==> src/rtl/phy_pkg.sv <==
// phy_pkg: constants and lane-index type shared by phy_tx and phy_rx.
// Revision 1.0
`default_nettype none

package phy_pkg;

  localparam logic [7:0]  COM_BYTE_DEFAULT = 8'hBC;
  localparam int unsigned BITS_PER_FRAME   = 8;

  typedef enum logic {
    LANE_0 = 1'b0,
    LANE_1 = 1'b1
  } lane_idx_e;

  function automatic lane_idx_e next_lane(input lane_idx_e lane);
    return (lane == LANE_0) ? LANE_1 : LANE_0;
  endfunction

endpackage

`default_nettype wire

==> src/rtl/phy_tx_serializer.sv <==
// phy_tx_serializer: 8-bit MSB-first load/shift register for one lane.
// Revision 1.0
`default_nettype none

module phy_tx_serializer (
  input  logic       clk_8f,
  input  logic       reset_L,
  input  logic       load,
  input  logic [7:0] load_data,
  output logic       serial_o
);

  logic [7:0] shift_q;
  logic [7:0] shift_d;

  always_comb begin
    shift_d = {shift_q[6:0], 1'b0};
    if (load) begin
      shift_d = load_data;
    end
  end

  always_ff @(posedge clk_8f or negedge reset_L) begin
    if (!reset_L) begin
      shift_q <= 8'h00;
    end else begin
      shift_q <= shift_d;
    end
  end

  assign serial_o = shift_q[7];

endmodule

`default_nettype wire

==> src/rtl/phy_tx.sv <==
// phy_tx: two-source, two-lane striping transmitter serialized at 8f from a single clock.
// Revision 1.0. Optional macro PHY_TX_PREAMBLE_EN adds a COM-only preamble after reset.
`default_nettype none

module phy_tx
  import phy_pkg::*;
#(
  parameter logic [7:0]  COM_BYTE        = COM_BYTE_DEFAULT,
  parameter int unsigned PREAMBLE_FRAMES = 4
) (
  input  logic       clk_8f,
  input  logic       reset_L,
  input  logic       enable,
  input  logic [7:0] data_in_0,
  input  logic [7:0] data_in_1,
  input  logic       valid_in_0,
  input  logic       valid_in_1,
  output logic       frame_sync,
  output logic       out_0,
  output logic       out_1
);

  localparam logic [2:0] LAST_BIT = 3'(BITS_PER_FRAME - 1);

  logic [2:0] bit_cnt_q;
  lane_idx_e  lane_ptr_q;
  lane_idx_e  lane_ptr_d;
  logic [7:0] smp_data_0_q;
  logic [7:0] smp_data_1_q;
  logic [1:0] smp_valid_q;
  logic [7:0] load_byte_0;
  logic [7:0] load_byte_1;
  logic       boundary;
  logic       preamble_active;

  assign boundary = (bit_cnt_q == LAST_BIT);

`ifdef PHY_TX_PREAMBLE_EN
  localparam int unsigned PRE_W = $clog2(PREAMBLE_FRAMES + 2);
  localparam logic [PRE_W-1:0] PRE_DONE = PRE_W'(PREAMBLE_FRAMES);

  logic [PRE_W-1:0] pre_cnt_q;
  logic [PRE_W-1:0] pre_cnt_d;

  assign preamble_active = (pre_cnt_q != PRE_DONE);

  always_comb begin
    pre_cnt_d = pre_cnt_q;
    if (boundary && preamble_active) begin
      pre_cnt_d = pre_cnt_q + PRE_W'(1);
    end
  end

  always_ff @(posedge clk_8f or negedge reset_L) begin
    if (!reset_L) begin
      pre_cnt_q <= '0;
    end else begin
      pre_cnt_q <= pre_cnt_d;
    end
  end
`else
  logic unused_preamble;
  assign unused_preamble = (PREAMBLE_FRAMES != 0);
  assign preamble_active = 1'b0;
`endif

  assign frame_sync = boundary && !preamble_active;

  // Source 0 is placed before source 1; each valid byte advances the lane pointer.
  always_comb begin
    lane_ptr_d  = lane_ptr_q;
    load_byte_0 = COM_BYTE;
    load_byte_1 = COM_BYTE;
    if (!preamble_active) begin
      if (smp_valid_q[0]) begin
        if (lane_ptr_d == LANE_0) begin
          load_byte_0 = smp_data_0_q;
        end else begin
          load_byte_1 = smp_data_0_q;
        end
        lane_ptr_d = next_lane(lane_ptr_d);
      end
      if (smp_valid_q[1]) begin
        if (lane_ptr_d == LANE_0) begin
          load_byte_0 = smp_data_1_q;
        end else begin
          load_byte_1 = smp_data_1_q;
        end
        lane_ptr_d = next_lane(lane_ptr_d);
      end
    end
  end

  always_ff @(posedge clk_8f or negedge reset_L) begin
    if (!reset_L) begin
      bit_cnt_q    <= 3'd0;
      lane_ptr_q   <= LANE_0;
      smp_data_0_q <= 8'h00;
      smp_data_1_q <= 8'h00;
      smp_valid_q  <= 2'b00;
    end else begin
      bit_cnt_q <= bit_cnt_q + 3'd1;
      if (boundary) begin
        lane_ptr_q   <= lane_ptr_d;
        smp_data_0_q <= data_in_0;
        smp_data_1_q <= data_in_1;
        smp_valid_q  <= {valid_in_1, valid_in_0} & {2{enable && !preamble_active}};
      end
    end
  end

  phy_tx_serializer u_ser_0 (
    .clk_8f    (clk_8f),
    .reset_L   (reset_L),
    .load      (boundary),
    .load_data (load_byte_0),
    .serial_o  (out_0)
  );

  phy_tx_serializer u_ser_1 (
    .clk_8f    (clk_8f),
    .reset_L   (reset_L),
    .load      (boundary),
    .load_data (load_byte_1),
    .serial_o  (out_1)
  );

endmodule

`default_nettype wire

==> config.mk <==
export PLATFORM = sky130hd
export DESIGN_NAME = phy_tx
export DESIGN_NICKNAME = d
export VERILOG_FILES = /design/src/rtl/phy_pkg.sv /design/src/rtl/phy_tx_serializer.sv /design/src/rtl/phy_tx.sv
export SDC_FILE = /design/constraint.sdc
export NUM_CORES = 1
export LEC_CHECK = 0
export BUFFER_PORTS_ARGS = -buffer_cell sky130_fd_sc_hd__buf_2
export CAP_MARGIN = 15
export CORE_MARGIN = 1.5
export CORE_UTILIZATION = 55
export CTS_BUF_LIST = sky130_fd_sc_hd__clkbuf_4 sky130_fd_sc_hd__clkbuf_8 sky130_fd_sc_hd__clkbuf_16
export DETAILED_ROUTE_END_ITERATION = 6
export PLACE_DENSITY_LB_ADDON = 0.08
export SYNTH_ARGS = -nofsm -noshare
export SYNTH_HDL_FRONTEND = slang
export SYNTH_SLANG_ARGS = --single-unit
==> constraint.sdc <==
create_clock -name clk_8f -period 1.9 [get_ports clk_8f]
set_clock_uncertainty 0.2 [all_clocks]
set_input_delay 0.38 -clock clk_8f [delete_from_list [all_inputs] [get_ports clk_8f]]
set_output_delay 0.38 -clock clk_8f [all_outputs]
set_load 0.01 [all_outputs]
==> flow_summary.json, run 1 <==
{
  "status": "finished with violations",
  "violations": "DRC",
  "yosysSeqAreaShare_pct": 57.75,
  "syn_nets": 157,
  "root_buffer": "clkbuf_4",
  "setup_viol": 0,
  "cp-start-kind": "register",
  "cp-end-kind": "output pin",
  "synth-edff-count": 0,
  "rsz0062_at_grt": "false",
  "synth.area.top_cells": "dfrtp_1, mux2_1, o221ai_1, o21ai_1, inv_1",
  "cts-htree-levels": 2,
  "clock_sinks": 38,
  "max_slew.worst_pin.slew_ns": 0.5103,
  "syn_area_per_cell_sq_um": 12.29,
  "cts-buffers-inserted": 5,
  "final_common_cell": "dfrtp_1",
  "maxSlewViolCount": 0,
  "path_clk_slew_ns": 0.11,
  "core_sq_um": 2805,
  "cp_max_fo": 3,
  "period_share_pct": 95.33,
  "synth_area_sq_um": 1647,
  "vdd_drop_max_mv": 0.5459,
  "worstSetupPathType": "register to output pin",
  "io_buffers": 23,
  "rows": 19,
  "grt_pass1_vias": 1114,
  "overflow": 0,
  "antenna_found_initial": 0,
  "synth_largest_area_cell": "dfrtp_1",
  "fmaxAchievable_mhz": 552.1,
  "first_pass_iters": 6,
  "routedWlPerCell_um": 14.79,
  "grt_max_degree": 41,
  "power.leakage_nw": 0.8539,
  "via_per_inst": 5.526,
  "routabilityCongestion": 0.7305,
  "worst_r2r_endpoint": "u_ser_1.shift_q[5]",
  "hpwlAfterDp_um": 2029,
  "nets": 183,
  "antenna_cells": 0,
  "clock_latency_ns": 0.34,
  "finalHoldViolCount": 0,
  "critPathArrivalTime_ns": 1.23,
  "startpoint": "bit_cnt_q[0]",
  "grt_pass1_wl_um": 5016,
  "layout_common_cells": "dfrtp_1, buf_2, mux2_1, inv_1",
  "ys_ff_latch": 38,
  "r2r_slack_ns": 0.28,
  "synth_flop_cell": "dfrtp_1",
  "p_per_area_nw_per_um2": 899.3,
  "hp-start": "data_in_0[5]",
  "wirelength_um": 2840,
  "fin_crit_ns": 1.811,
  "drt-initial-drc-count": 41,
  "r2r_start": "lane_ptr_q",
  "place_inst": 183,
  "syn-instance-count": 134,
  "reg2regPathDepth": 3,
  "finalNonFillerCells": 192,
  "slew_headroom_pct": 65.98,
  "clock_path_buffers": 2,
  "io_pins": 24,
  "tns_ns": 0,
  "required_ns": 1.32,
  "area_growth_syn_to_layout_pct": 15.81,
  "drc": 6,
  "num_vias": 1061,
  "ant_nets": 0,
  "ys_warn_count": 0,
  "grt_usage_pct": 20.53,
  "async_reset_ff_share_pct": 100.0,
  "yosysUniqueCellTypes": 25,
  "hold_class": "primary input to register",
  "dieArea_sq_um": 3331,
  "critical_path.endpoint": "frame_sync",
  "start_util_pct": 58.70,
  "layout-drive-gt1-share_pct": 24.84,
  "synth_top_area_share_pct": 57.75,
  "cap_violations": 0,
  "die_x_um": 57.72,
  "die_y_um": 57.72,
  "cts_tree": "built"
}
-- repair_timing --
action                     in CTS  in global routing
setup endpoints to repair       0                  1
hold buffers                    1                  0
buffers inserted                0                  0
gates resized for setup         0                  2
hold endpoints to repair       18                  0
-- power breakdown --
group	leakage, nW	switching [mW]	total [mW]	internal (mW)
Clock	0.0446	0.249	0.502	0.253
Sequential	0.448	0.0769	0.954	0.877
Combinational	0.362	0.145	0.259	0.113
-- worst max-delay path, cell delays in order, from the launching register on --
cell	delay, ns
dfrtp_1	0.40
ha_2	0.20
ha_4	0.17
buf_2	0.14
-- Yosys cell counts, drive strengths merged (2+ instances only) --
cell,instances
nor2,4
nand2b,6
nand2,2
nor2b,2
o221ai,10
nand3,8
xnor2,2
ha,2
clkbuf,3
buf,6
a31oi,2
a21oi,2
inv,13
dfrtp,38
a32oi,3
o21ai,12
mux2,16
xor2,2
-- through the flow --
step           hold slack [ns]  total power [mW]  setup WS (ns)  cell area, sq um  utilization [%]
3_5_place_dp            0.1461             1.229         0.2998              1805            64.36
3_3_place_gp            0.1396             1.217         0.3390              1805            64.36
2_1_floorplan          -0.1156             1.141         0.1690              1647                -
5_1_grt                0.03233             1.806        0.02993              1907            67.98
4_1_cts                0.02728             1.742        0.01752              1894            67.53
6_report               0.04151             1.715        0.08881              1907            67.98
-- metal layers --
layer | track usage, % | vias up | wire, um
met5 | 0 | - | 0
li1 | - | 524 | -
met4 | 7.973 | 0 | 40
met2 | 33.93 | 19 | 1478
met1 | 24.62 | 512 | 1181
met3 | 7.366 | 6 | 140
-- flip-flops by register name, summed over array words and instances (netlist names) --
signal and flops:
smp_data_1_q 8, lane_ptr_q 1, u_ser_0.shift_q 8, smp_valid_q 2
u_ser_1.shift_q 8, bit_cnt_q 3, smp_data_0_q 8
-- final cells by class --
class                           count  area (sq um)
Clock buffer                        8         78.83
Sequential cell                    38         950.9
Timing Repair Buffer               28         180.2
Inverter                           13         48.80
Multi-Input combinational cell     74         609.3
Fill cell                         217         898.4
Tap cell                           31         38.79
-- kinds of logic after synthesis --
kind of cell,after synthesis,synth area share (%)
adder cells (fa/ha/maj),2,1.520
AND/OR/NAND/NOR,22,6.839
buffers and inverters,22,6.155
XOR/XNOR,4,4.408
multiplexers,16,10.94
flip-flops,38,57.75
AO/OA/AOI/OAI,30,12.39
-- how the worst min path moves through the flow --
stage | endpoint | slack, ns | depth (start not counted)
5_1_grt | smp_data_0_q[5] | 0.03 | 2
4_1_cts | smp_data_0_q[5] | 0.03 | 2
3_5_place_dp | smp_data_1_q[5] | 0.15 | 1
2_1_floorplan | bit_cnt_q[0] | -0.12 | 0
6_report | smp_data_0_q[5] | 0.04 | 2
3_3_place_gp | smp_data_1_q[5] | 0.14 | 1
Power figures use the tool's default switching activity.
==> run 2: changes to the inputs <==
==> constraint.sdc (replaced) <==
create_clock -name clk_8f -period 1.9 [get_ports clk_8f]
set_clock_uncertainty 0.2 [all_clocks]
set_input_delay 0.19 -clock clk_8f [delete_from_list [all_inputs] [get_ports clk_8f]]
set_output_delay 0.19 -clock clk_8f [all_outputs]
set_load 0.01 [all_outputs]
==> run 2 against run 1 <==
- the run still ends with DRC left
- sequential power increased by 0.5%
- sequential share of layout area is 3.9 points lower
- total power decreased by 3.6%
- die area stayed put
- hold slack better by 0.16 ns
- register-to-register slack is essentially flat
- critical path depth grew 1
- critical path type unchanged
- critical endpoint unchanged
- largest cell class unchanged
- highest routed layer unchanged
==> flow_summary.json, run 2 (synthesized netlist as in run 1, its figures left out) <==
{
  "hold_class": "primary input to asynchronous set/reset pin",
  "crit_chain": "ha_2, ha_4, buf_12, buf_2",
  "cpPeakStageDelay_ns": 0.40,
  "fin_crit_ns": 1.843,
  "hpwlAfterDp_um": 1940,
  "routedWlPerCell_um": 15.17,
  "via_per_inst": 5.550,
  "cts-htree-levels": 2,
  "worst_r2r_endpoint": "u_ser_1.shift_q[5]",
  "die_x_um": 57.72,
  "num_vias": 1160,
  "drt-initial-drc-count": 30,
  "fmaxAchievable_mhz": 542.7,
  "power.leakage_nw": 0.9169,
  "clock_sinks": 38,
  "first_pass_iters": 7,
  "io_buffers": 23,
  "layout_common_cells": "dfrtp_1, buf_2, dlygate4sd3_1, mux2_1, inv_1",
  "cp-start-kind": "register",
  "final_common_cell": "dfrtp_1",
  "root_buffer": "clkbuf_4",
  "max_slew.worst_pin.slew_ns": 0.5050,
  "finalHoldViolCount": 0,
  "critPathBufInv": 2,
  "cts_tree": "built",
  "cts-buffers-inserted": 5,
  "rows": 19,
  "clock_path_buffers": 2,
  "vdd_drop_max_mv": 0.5653,
  "grt_pass1_wl_um": 5451,
  "worstSetupPathType": "register to output pin",
  "antenna_cells": 0,
  "area_growth_syn_to_layout_pct": 25.68,
  "p_per_area_nw_per_um2": 798.5,
  "nets": 202,
  "ant_nets": 0,
  "r2r_slack_ns": 0.27,
  "period_share_pct": 96.97,
  "dieArea_sq_um": 3331,
  "grt_usage_pct": 22.61,
  "routabilityCongestion": 0.7456,
  "overflow": 0,
  "wirelength_um": 3171,
  "critPathArrivalTime_ns": 1.45,
  "status": "finished with violations",
  "cp_max_fo": 28,
  "clock_latency_ns": 0.35,
  "die_y_um": 57.72,
  "grt_max_degree": 39,
  "slew_headroom_pct": 66.34,
  "layout-drive-gt1-share_pct": 21.35,
  "setup_viol": 0,
  "cp-end-kind": "output pin",
  "antenna_found_initial": 0,
  "required_ns": 1.51,
  "p_total_mw": 1.653,
  "violations": "DRC",
  "tns_ns": 0,
  "core_sq_um": 2805,
  "start_util_pct": 58.70,
  "io_pins": 24,
  "reg2regPathDepth": 3,
  "maxSlewViolCount": 0,
  "r2r_start": "lane_ptr_q",
  "cp_top_family": "flip-flops",
  "slowest_stage": "dfrtp_1",
  "rsz0062_at_grt": "false",
  "grt_pass1_vias": 1205,
  "path_clk_slew_ns": 0.10,
  "drc": 3,
  "cap_violations": 0
}
==> run 2: per-layer routing <==
layer | GRT usage, % | vias to the layer above | wire, um | share of wire, %
met5 | 0 | - | 0 | 0
met4 | 12.62 | 0 | 58 | 1.8
met3 | 4.688 | 8 | 130 | 4.1
met2 | 36.36 | 29 | 1614 | 51
met1 | 28.61 | 565 | 1368 | 43
li1 | - | 558 | - | -
==> run 2: repair_timing <==
item,in CTS,in global routing
endpoints found under the hold margin,56,0
setup endpoints to repair,1,1
hold buffers,20,0
resized for setup,1,1
setup buffers,0,0
==> run 2: cell type report <==
class / instances / area, sq um
fillers: 209 / 735.7
inverters: 13 / 48.80
clock buffers: 6 / 51.30
flip-flops and latches: 38 / 950.9
multi-input cells: 74 / 609.3
repair buffers: 47 / 370.4
well taps: 31 / 38.79
==> run 2: worst max path at each step <==
| stage | from | end | slack [ns] | cells after the start |
|---|---|---|---|---|
| 6_report | bit_cnt_q[0] | frame_sync | 0.06 | 4 |
| 4_1_cts | bit_cnt_q[0] | frame_sync | 0.01 | 4 |
| 3_3_place_gp | bit_cnt_q[0] | smp_data_1_q[4] | 0.31 | 4 |
| 2_1_floorplan | bit_cnt_q[0] | smp_data_0_q[1] | 0.17 | 5 |
| 3_5_place_dp | bit_cnt_q[0] | smp_data_1_q[3] | 0.24 | 4 |
| 5_1_grt | bit_cnt_q[0] | frame_sync | 0.01 | 4 |
==> run 2: metrics by stage <==
stage | instance area, sq um | worst slack (ns) | utilization [%] | instances | hold WS (ns)
floorplan | 1647 | 0.1690 | - | 134 | -0.3056
global placement | 1805 | 0.3081 | 64.36 | 183 | 0.05239
detailed placement | 1805 | 0.2409 | 64.36 | 183 | 0.06571
CTS | 2067 | 0.01289 | 73.68 | 209 | 0.2184
global route | 2069 | 0.01046 | 73.77 | 209 | 0.2548
finish | 2069 | 0.05750 | 73.77 | 209 | 0.2052
==> run 2: power by group <==
part / total [mW] / leakage [nW] / internal, mW / switching [mW]
sequential: 0.959 / 0.448 / 0.877 / 0.0818
clock: 0.412 / 0.0302 / 0.167 / 0.245
combinational: 0.282 / 0.439 / 0.136 / 0.146
==> run 2: tightest hold or removal path, delay by kind of cell <==
family	cells	cell delay [ns]
buffers and inverters	3	1.01
